### src/rtl/riscv_lsu_pkg.sv
// riscv_lsu_pkg: FSM states, load/store funct3 codes and the access-size byte mask helper.
package riscv_lsu_pkg;
    typedef enum logic [1:0] {S_IDLE, S_REQ, S_RESP} state_t;
    localparam logic [2:0] LB  = 3'b000;
    localparam logic [2:0] LH  = 3'b001;
    localparam logic [2:0] LW  = 3'b010;
    localparam logic [2:0] LD  = 3'b011;
    localparam logic [2:0] LBU = 3'b100;
    localparam logic [2:0] LHU = 3'b101;
    localparam logic [2:0] LWU = 3'b110;
    function automatic logic [7:0] size_mask(input logic [2:0] f3);
        return f3[1:0] == 2'b00 ? 8'h01 : f3[1:0] == 2'b01 ? 8'h03 : f3[1:0] == 2'b10 ? 8'h0F : 8'hFF;
    endfunction
endpackage

### src/rtl/riscv_lsu_align.sv
// riscv_lsu_align: shifts bus read data down by the lane offset and sign/zero-extends it.
module riscv_lsu_align
    import riscv_lsu_pkg::*;
#(
    parameter int XLEN = 32,
    parameter int OW   = 2
) (
    input  logic [XLEN-1:0] i_rdata,
    input  logic [OW-1:0]   i_off,
    input  logic [2:0]      i_funct3,
    output logic [XLEN-1:0] o_data
);
    localparam int BE_W = XLEN / 8;
    logic [XLEN-1:0] w_sh, w_mask, w_top;
    logic [BE_W-1:0] w_bm;
    logic w_sign;
    assign w_sh = i_rdata >> {i_off, 3'b000};
    assign w_bm = BE_W'(size_mask(i_funct3));
    for (genvar g = 0; g < BE_W; g++) begin : g_mask
        assign w_mask[8*g +: 8] = {8{w_bm[g]}};
    end
    // w_top isolates the most significant bit of the accessed field
    assign w_top  = w_mask & ~(w_mask >> 1);
    assign w_sign = ~i_funct3[2] & |(w_sh & w_top);
    assign o_data = (w_sh & w_mask) | ({XLEN{w_sign}} & ~w_mask);
endmodule

### src/rtl/riscv_lsu.sv
// riscv_lsu: single-outstanding RISC-V load/store unit; define RISCV_LSU_MISALIGN_EXC_EN to report bad accesses on o_misalign.
module riscv_lsu
    import riscv_lsu_pkg::*;
#(
    parameter int XLEN = 32,
    parameter int AW   = 32
) (
    input  logic                clk,
    input  logic                rst_n,
    input  logic                i_valid,
    output logic                o_ready,
    input  logic                i_we,
    input  logic [2:0]          i_funct3,
    input  logic [AW-1:0]       i_addr,
    input  logic [XLEN-1:0]     i_wdata,
    output logic                o_rvalid,
    output logic [XLEN-1:0]     o_rdata,
    output logic                o_misalign,
    output logic                o_busy,
    output logic                o_bus_req,
    output logic                o_bus_we,
    output logic [AW-1:0]       o_bus_addr,
    output logic [XLEN/8-1:0]   o_bus_be,
    output logic [XLEN-1:0]     o_bus_wdata,
    input  logic                i_bus_gnt,
    input  logic                i_bus_rvalid,
    input  logic [XLEN-1:0]     i_bus_rdata
);
    localparam int BE_W = XLEN / 8;
    localparam int OW   = $clog2(BE_W);
    state_t r_state;
    logic r_we, r_flag;
    logic [2:0] r_f3, w_amask;
    logic [OW-1:0] r_off, w_off;
    logic [XLEN-1:0] r_rdata, w_ld;
    logic w_legal, w_bad, w_acc, w_done;
    assign w_off   = i_addr[OW-1:0];
    assign w_amask = 3'((4'd1 << i_funct3[1:0]) - 4'd1);
    assign w_legal = i_funct3 inside {LB, LH, LW, LBU, LHU} || (XLEN == 64 && i_funct3 inside {LD, LWU});
    assign w_bad   = !w_legal || |(w_off & w_amask[OW-1:0]);
    assign w_acc   = i_valid && r_state == S_IDLE;
    assign w_done  = r_state == S_RESP && i_bus_rvalid;
    assign o_ready = r_state == S_IDLE;
    assign o_busy  = r_state != S_IDLE;
    assign o_rdata = w_done ? (r_we ? '0 : w_ld) : r_rdata;
`ifdef RISCV_LSU_MISALIGN_EXC_EN
    assign o_misalign = r_flag;
    assign o_rvalid   = w_done;
`else
    assign o_misalign = 1'b0;
    assign o_rvalid   = w_done | r_flag;
`endif
    riscv_lsu_align #(.XLEN(XLEN), .OW(OW)) u_align (
        .i_rdata  (i_bus_rdata),
        .i_off    (r_off),
        .i_funct3 (r_f3),
        .o_data   (w_ld)
    );
    always_ff @(posedge clk or negedge rst_n) begin
        if (!rst_n) begin
            r_state     <= S_IDLE;
            r_we        <= 1'b0;
            r_f3        <= LB;
            r_off       <= '0;
            r_flag      <= 1'b0;
            r_rdata     <= '0;
            o_bus_req   <= 1'b0;
            o_bus_we    <= 1'b0;
            o_bus_addr  <= '0;
            o_bus_be    <= '0;
            o_bus_wdata <= '0;
        end else begin
            r_flag <= 1'b0;
            case (r_state)
                S_IDLE: if (w_acc) begin
                    r_we  <= i_we;
                    r_f3  <= i_funct3;
                    r_off <= w_off;
                    if (w_bad) begin
                        r_flag <= 1'b1;
`ifndef RISCV_LSU_MISALIGN_EXC_EN
                        r_rdata <= '0;
`endif
                    end else begin
                        r_state     <= S_REQ;
                        o_bus_req   <= 1'b1;
                        o_bus_we    <= i_we;
                        o_bus_addr  <= {i_addr[AW-1:OW], OW'(0)};
                        o_bus_be    <= BE_W'(size_mask(i_funct3)) << w_off;
                        o_bus_wdata <= i_wdata << {w_off, 3'b000};
                    end
                end
                S_REQ: if (i_bus_gnt) begin
                    o_bus_req <= 1'b0;
                    r_state   <= S_RESP;
                end
                S_RESP: if (i_bus_rvalid) begin
                    r_state <= S_IDLE;
                    r_rdata <= r_we ? '0 : w_ld;
                end
                default: r_state <= S_IDLE;
            endcase
        end
    end
endmodule

### config.mk
export PLATFORM = sky130hd
export DESIGN_NAME = riscv_lsu
export DESIGN_NICKNAME = d
export VERILOG_FILES = /design/src/rtl/riscv_lsu_pkg.sv /design/src/rtl/riscv_lsu_align.sv /design/src/rtl/riscv_lsu.sv
export SDC_FILE = /design/constraint.sdc
export NUM_CORES = 1
export LEC_CHECK = 0
export CORE_MARGIN = 5
export CORE_UTILIZATION = 42
export CTS_BUF_LIST = sky130_fd_sc_hd__clkbuf_2
export CTS_CLUSTER_DIAMETER = 40
export DETAILED_ROUTE_END_ITERATION = 7
export HOLD_SLACK_MARGIN = 0.02
export MAX_ROUTING_LAYER = met4
export PLACE_DENSITY = 0.79
export SLEW_MARGIN = 20
export SYNTH_ARGS = -nofsm -noshare
export SYNTH_HDL_FRONTEND = slang
export SYNTH_HIERARCHICAL = 1
export SYNTH_SLANG_ARGS = --single-unit
### constraint.sdc
create_clock -name clk -period 1.49 [get_ports clk]
set_input_delay 0.2235 -clock clk [delete_from_list [all_inputs] [get_ports clk]]
set_output_delay 0.2235 -clock clk [all_outputs]
set_load 0.1 [all_outputs]
### After elaboration in Yosys (flattened, before gate mapping)

Index checks and enable logic that the tools add are counted.

* bitwise gates (word level): 12
* shift-type cells: 4
* eq/ne operators: 13
* reductions and logical operators: 19
* multiplexer cells: 22
* $add $sub $neg: 1

Operators by type and width (number)
* 32-bit two-way mux: 5
* 32-bit AND: 4
* 32-bit one-hot mux with 2 select lines: 1
* 31-bit inverter with 32-bit output: 1
* 32-bit inverter: 1
* 32-bit bitwise OR: 1
* 32-bit OR reduction: 1
* 32-bit by 5-bit << shifter with 32-bit output: 1
* 32-bit by 5-bit >> shifter with 32-bit output: 1
* 4-bit two-way mux: 4
* 4-bit AND reduction: 3
* 2-bit two-way mux: 4
* 2-bit by 1-bit equality test with 1-bit output (second input constant): 3
* 3-bit equality test (second input constant): 2
* 2-bit logical NOT: 3
* 1-bit two-way mux: 6
* 2-bit != test (second input constant): 3
* 2-bit one-hot mux with 3 select lines: 1
* 2-bit nonzero test: 3
* 5-bit nonzero test: 1
* 2-bit by 1-bit != test with 1-bit output (second input constant): 2
* 4-bit by 2-bit << shifter with 4-bit output: 1
* 3-bit by 1-bit equality test with 1-bit output (second input constant): 1
* 3-bit by 2-bit equality test with 1-bit output (second input constant): 1
* other kinds (15): 17

* logic and storage cells: 82
* register bits: 109
* output and inout bits: 106

### Longest topological paths before layout

Gate-level depths: netlist (run 1).

* depth in word-level cells: 13
* mapped depth: 8
* gate-level depth less buffers: 5

### Hierarchy

The synthesis (run 1) kept the hierarchy.

By module, submodules not included
* riscv_lsu: cells each 428, instances 1, sequential area each 2727.6 sq um, area each 4901.0 sq um
* riscv_lsu_align: cells each 116, instances 1, sequential area each 0.0 sq um, area each 932.1 sq um

### Worst setup path after synthesis (run 1)

Ideal clock, no wire load.

* kind: reg-to-output
* start point: register r_off[1]
* end point: output o_rdata[21]
* setup slack: -0.632 ns
* cell stages (with the launch flop): 9
* data required time: 1.266 ns
* data arrival time: 1.899 ns
* cells stage by stage: dfrtp_1 buf_6 nor2b_2 buf_4 nand4_4 buf_4 nand4_2 nand2_1 nand2_1

* longest elaborated chain between the ends: 8
* elaborated cells between the ends (all ways): 9

Ends and longest elaborated chain
* start: declaration: RTL line riscv_lsu.sv:34 `logic [OW-1:0] r_off, w_off;`
* start signal: assignment: RTL line riscv_lsu.sv:78 `r_off <= w_off;`
* 32-bit by 5-bit >> shifter with 32-bit output (*): RTL line riscv_lsu_align.sv:17 `assign w_sh = i_rdata >> {i_off, 3'b000};`
* 32-bit AND: RTL line riscv_lsu_align.sv:24 `assign w_sign = ~i_funct3[2] & |(w_sh & w_top);`
* 32-bit OR reduction: RTL line riscv_lsu_align.sv:24
* 1-bit AND: RTL line riscv_lsu_align.sv:24
* 32-bit AND: RTL line riscv_lsu_align.sv:25 `assign o_data = (w_sh & w_mask) | ({XLEN{w_sign}} & ~w_mask);`
* 32-bit bitwise OR (*): RTL line riscv_lsu_align.sv:25
* via w_ld[21]: RTL line riscv_lsu.sv:35 `logic [XLEN-1:0] r_rdata, w_ld;`
* 32-bit two-way mux (*) (2 in a row): RTL line riscv_lsu.sv:45 `assign o_rdata = w_done ? (r_we ? '0 : w_ld) : r_rdata;`
* end: declaration: RTL line riscv_lsu.sv:17 `output logic [XLEN-1:0] o_rdata,`

Mark *: on every way through the listed nets, which the timed path passes. The rest lies on a longest branch.

### Final worst setup path (run 1)

* start point: register r_off[1]
* end point: output o_rdata[8]

Same word-level chain as after synthesis.

==> flow_summary.toml, run 1 <==
[hold_path]
hold_class = "in2async"

[final_layout]
drive_above_1_share_pct = 58.3
multi_input_area_um2 = 4050
nets = 996
regArea_um2 = 2730
area_growth_pct = 109
final.fill_count = 580
postLayoutCoreUtil_pct = 88.5

[power_and_ir_drop]
power_switching_share_pct = 52.5
clkPwrFrac_pct = 6.7
internal_power_w = 0.0106
p_per_area_nw_per_um2 = 1820
peakVddDrop_v = 0.00158
p_leak_nw = 5.61
p_sw_w = 0.0117
seqPwrFrac_pct = 21.3
finalPower_w = 0.0222
p_comb_share_pct = 72.0

[outcome]
outcome = "finished with violations"
violations = "negative setup slack"

[sta]
slew_headroom_pct = 44.4
final.setup_skew_ns = 0.0361
finalSetupViolCount = 211
maxSlewViolCount = 0
fmax_ghz = 0.375
period_minus_slack_ns = 2.66
hold_viol_final = 0
finalCritPeriodShare_pct = 179
finalSetupTns_ns = -76.61
setup_ws_ns = -1.17
tightest_slew_ns = 0.831
rsz0062_at_grt = "yes"

[clock_network]
cts_buffer_depth = 2
cts_sinks = 109
path_clk_slew_ns = 0.31
cts_tree = "done"
insertion_delay_ns = 0.66
cts_max_level = 3
root_buffer = "clkbuf_2"
cts_made_buffers = 9

[floorplan]
die_h_um = 128
rows = 43
io_pins = 211
die-area_um2 = 16300
die-width_um = 128
initial_utilization_pct = 42.4
core-area_um2 = 13800

[critical_path]
cp.arrival_ns = 2.44
max_stage_delay_ns = 0.46
path_class = "reg2out"
cp_max_fo = 15
crit_chain = "buf_12 -> mux2_4 -> a22oi_4 -> buf_6 -> a21oi_2 -> nand2_2 -> nand2_8 -> buf_12"
crit_top_cell = "buf_12"
startpoint = "r_off[1]"
end_kind = "output pin"
crit_path_end = "o_rdata[8]"
slowest_stage = "dfrtp_1"
required_ns = 1.27
reg2reg_depth = 8
regToRegSetupSlack_ns = -0.45
r2r_start = "r_state[0]"
critPathLaunchType = "flip-flop"
r2r-end = "o_bus_addr[22]"

[synthesis]
synthArstFlopShare_pct = 100
yosysTopAreaCellShare_pct = 46.8
ys_types = 46
synth_area_leaders = "dfrtp_1 47%, mux2_2 14%, nand2_1 8.4%"
synthTopCellsByCount = "131 x nand2_1, 109 x dfrtp_1, 74 x mux2_2"
synth.avg_cell_area_um2 = 10.7
ys_warn_count = 6
synth_area_um2 = 5830
synth_most_common_cell = "nand2_1"
synthCells = 544
synth_ff_type = "dfrtp_1"
yosysSeqAreaShare_pct = 46.8
ys_ff_latch = 109
yosysTopAreaCell = "dfrtp_1"
synth_edf_count = 0

[placement]
dp.final_hpwl_um = 15700
gp_congestion = 0.922
port_buffers = 207

[routing]
viasPerCell = 5.45
routed_wl_um = 25400
drt_first_iter_violations = 286
ant_nets = 0
dr.pass1.iters = 4
wire_per_inst_um = 23.6
drc = 0
vias = 5869

[global_route]
antenna_found_initial = 1
grt_pass1_vias = 6673
overflow = 0
grt_max_degree = 56
grt_pass1_wl_um = 36900
grtUsageTotal_pct = 30.3

[job]
maxCapViolCount = 0
cells by family after synthesis:
family	synth area share, %
buf+inv	5.23
xor+xnor	0.150
mux	24.2
simple gates	16.0
compound gates	7.66
other cells	0.0643
flops	46.8
final cells by class:
class / instances / area share (%)
diodes: 1 / 0.0205
clock buffers: 9 / 0.369
clock inverters: 7 / 0.585
inverters: 10 / 0.339
multi-input cells: 390 / 33.2
flip-flops and latches: 109 / 22.4
well taps: 180 / 1.85
repair buffers: 371 / 41.2
worst min-delay path by stage:
stage	startpoint	to	slack (ns)
after floorplan	rst_n	o_bus_addr[10]	-0.07
after global placement	rst_n	r_rdata[5]	0.14
after detailed placement	rst_n	r_rdata[5]	0.14
after CTS	rst_n	r_rdata[24]	0.03
after global routing	rst_n	r_rdata[24]	0.05
final	rst_n	r_rdata[24]	0.07
repair_timing:
action                                  CTS  global route
endpoints found under the hold margin   110             0
buffers inserted                         31            23
pin swaps                                19            29
resized for setup                        89            58
endpoints found under the setup margin  196           211
cloned                                   13             3
hold buffers                              3             0
metal layers:
layer | track usage (%) | vias up | part of all wire, %
li1 | - | 2588 | -
met1 | 30.9 | 2915 | 35
met2 | 53.4 | 286 | 53
met3 | 9.08 | 80 | 7.7
met4 | 14.2 | 0 | 4.5
met5 | - | - | 0
sequential cells by signal (all words and copies together) (netlist names):
| signal | flops |
|---|---|
| o_bus_addr | 30 |
| o_bus_req | 1 |
| r_rdata | 32 |
| r_state | 2 |
| r_flag | 1 |
| o_bus_be | 4 |
| o_bus_wdata | 32 |
| o_bus_we | 1 |
| r_we | 1 |
| r_off | 2 |
| r_f3 | 3 |
power by group through the flow:
| stage | sequential (W) | clock, W | combinational, W |
|---|---|---|---|
| after global routing | 0.00485 | 0.00161 | 0.0164 |
| after detailed placement | 0.00472 | 0 | 0.0144 |
| after global placement | 0.00465 | 0 | 0.0142 |
| final | 0.00475 | 0.00148 | 0.0160 |
| after floorplan | 0.00916 | 0 | 0.00430 |
| after CTS | 0.00466 | 0.00148 | 0.0154 |
worst max-delay path: cells and delay by family, from the launching register on:
family,cells,cell delay (ns)
DFF,1,0.46
muxes,1,0.35
AOI/OAI and AO/OA,2,0.30
buffers and inverters,3,0.49
and+or+nand+nor,2,0.21
placed cells by master, fill, tap and decap left out, types with 3 or more instances in the layout:
master           netlist  layout
a21oi_1                8       3
a21oi_2                0       5
a221oi_2               2       7
buf_12                 0     134
buf_16                 0       9
buf_4                  6      99
buf_6                 11      18
buf_8                  0       3
clkbuf_2               2       9
clkdlybuf4s50_1        0     102
clkinv_2               0       3
conb_1                 1       3
dfrtp_1              109     105
dfrtp_2                0       4
dlygate4sd3_1          0       3
inv_1                  9       8
mux2_1                 4       4
mux2_2                74      68
mux2_4                 4      10
mux2i_1               47      47
nand2_1              131      55
nand2_2                0      19
nand2_4                0      19
nand2_8                0      38
nand3_4                0       3
nand4_1                6       6
nand4_4                1      11
nor2_1                16      12
nor2_4                 0       5
nor3b_4                2       3
o21ai_1                9       7
o21ai_2                1      34
o2bb2ai_1              7       7
through the flow:
step | instances | hold slack [ns] | area, µm² | setup WS (ns)
2_1_floorplan | 546 | -0.0721 | 6710 | -0.211
3_3_place_gp | 990 | 0.136 | 10600 | -0.513
3_5_place_dp | 990 | 0.136 | 10600 | -0.538
4_1_cts | 1053 | 0.0301 | 11800 | -1.14
5_1_grt | 1077 | 0.0464 | 12200 | -1.22
6_report | 1077 | 0.0729 | 12200 | -1.17
No activity file was read; power rests on OpenSTA's default activity.
==> run 2, diff against run 1 <==
CORE_UTILIZATION = 48   (was 42)
HOLD_SLACK_MARGIN = not set   (was 0.02)
PLACE_DENSITY = 0.85   (was 0.79)
clock period = 3.2 ns   (was 1.49 ns; I/O delays follow)
==> flow_summary.toml, run 2 (same netlist as run 1, synthesis figures left out) <==
[outcome]
outcome = "finished, final reports clean"

[sta]
hold_viol_final = 0
rsz0062_at_grt = "no"
fmax_ghz = 0.333
finalCritPeriodShare_pct = 93.9
finalSetupTns_ns = 0
finalSetupViolCount = 0
tightest_slew_ns = 1.00
period_minus_slack_ns = 3.00
slew_headroom_pct = 33.1
maxSlewViolCount = 0
setup_ws_ns = 0.197
final.setup_skew_ns = 0.0320

[routing]
wl_met3_um = 1560
wl_met1_um = 6600
drc = 0
wire_per_inst_um = 18.9
dr.pass1.iters = 5
wl_met2_um = 8350
top_layer_used = "met4"
routed_wl_um = 16900
viasPerCell = 5.50
ant_nets = 0
vias = 4921
drt_first_iter_violations = 289

[final_layout]
drive_above_1_share_pct = 28.5
top_regs = "o_bus_wdata x32, r_rdata x32, o_bus_addr x30"
final_cell_area_um2 = 8360
area_growth_pct = 43.3
nets = 847
final_common_cell = "clkdlybuf4s50_1"
fin_cells = 895
final_cell_mix = "134 x clkdlybuf4s50_1, 131 x nand2_1, 107 x dfrtp_1"

[placement]
dp.final_hpwl_um = 13000
placed_cell_area_um2 = 8190
gp_congestion = 0.961
port_buffers = 207
dpl.cell_count = 874
dp_slack_ns = 0.437

[power_and_ir_drop]
seqPwrFrac_pct = 25.4
power_switching_share_pct = 57.2
clkPwrFrac_pct = 8.5
internal_power_w = 0.00341
peakVddDrop_v = 0.00124
p_sw_w = 0.00457
p_comb_share_pct = 66.1
p_leak_nw = 3.90
p_per_area_nw_per_um2 = 955

[global_route]
grt_pass1_vias = 5216
grtUsageTotal_pct = 24.3
grt_pass1_wl_um = 27100
antenna_found_initial = 1
overflow = 0
grt_max_degree = 61

[clock_network]
cts_sinks = 109
insertion_delay_ns = 0.58
path_clk_slew_ns = 0.27
cts_tree = "done"
cts_buffer_depth = 2
cts_max_level = 3
root_buffer = "clkbuf_2"
cts_made_buffers = 9

[critical_path]
cp_max_fo = 17
required_ns = 2.72
critPathLaunchType = "flip-flop"
r2r_start = "r_off[1]"
end_kind = "output pin"
startpoint = "r_off[1]"
cp.arrival_ns = 2.52
path_class = "reg2out"

[floorplan]
die-area_um2 = 14500
die_h_um = 120
die-width_um = 120
io_pins = 211
initial_utilization_pct = 48.8
rows = 40
core-area_um2 = 12000

[hold_path]
hold_class = "in2reg"
worstHoldStart = "i_addr[0]"

[job]
maxCapViolCount = 0
run 2: final cells by class:
type	count	area, µm²
inverter	10	37.5
fill	879	3600
antenna	1	2.50
multi-input combinational	388	2840
tap	147	184
sequential	109	2730
clock inverter	7	81.3
clock buffer	9	45.0
timing repair buffer	224	2440
run 2: worst max-delay path, cell delays in order (launching register included):
cell	delay (ns)
dfrtp_2	0.56
buf_4	0.17
mux2_4	0.33
nand3_2	0.31
nand4_1	0.21
nand2_1	0.12
nand2_1	0.09
buf_12	0.17
run 2: path summary, 6_finish.rpt:
path	cells after the start	to	slack, ns
max	7	o_rdata[31]	0.20
min	2	r_off[0]	0.29
max reg2reg	6	r_rdata[31]	1.34
min reg2reg	2	o_bus_req	0.52
max in group asynchronous	3	r_rdata[1]	1.86
min in group asynchronous	2	r_rdata[24]	0.46
run 2: what timing repair did:
item	in CTS	in global routing
setup buffers	0	3
endpoints found under the setup margin	18	1
cloned	0	0
endpoints found under the hold margin	58	0
hold buffers	1	0
gates resized for setup	3	0
run 2: per-layer routing:
metal | up-vias | track usage (%)
met2 | 226 | 40.4
met1 | 2386 | 28.4
met4 | 0 | 8.36
met5 | - | -
met3 | 34 | 6.97
li1 | 2275 | -
run 2: power by group through the flow:
stage / sequential [W] / combinational (W) / clock [W]
after floorplan: 0.00426 / 0.00166 / 0
after CTS: 0.00203 / 0.00528 / 0.000702
after global placement: 0.00202 / 0.00521 / 0
after global routing: 0.00208 / 0.00546 / 0.000762
final: 0.00203 / 0.00528 / 0.000678
after detailed placement: 0.00206 / 0.00527 / 0
run 2: through the flow:
step	hold slack, ns	total power [W]	utilization [%]
5_1_grt	0.234	0.00830	69.9
6_report	0.285	0.00798	69.9
2_1_floorplan	0.184	0.00591	-
3_3_place_gp	0.460	0.00723	68.5
4_1_cts	0.230	0.00802	69.7
3_5_place_dp	0.467	0.00732	68.5
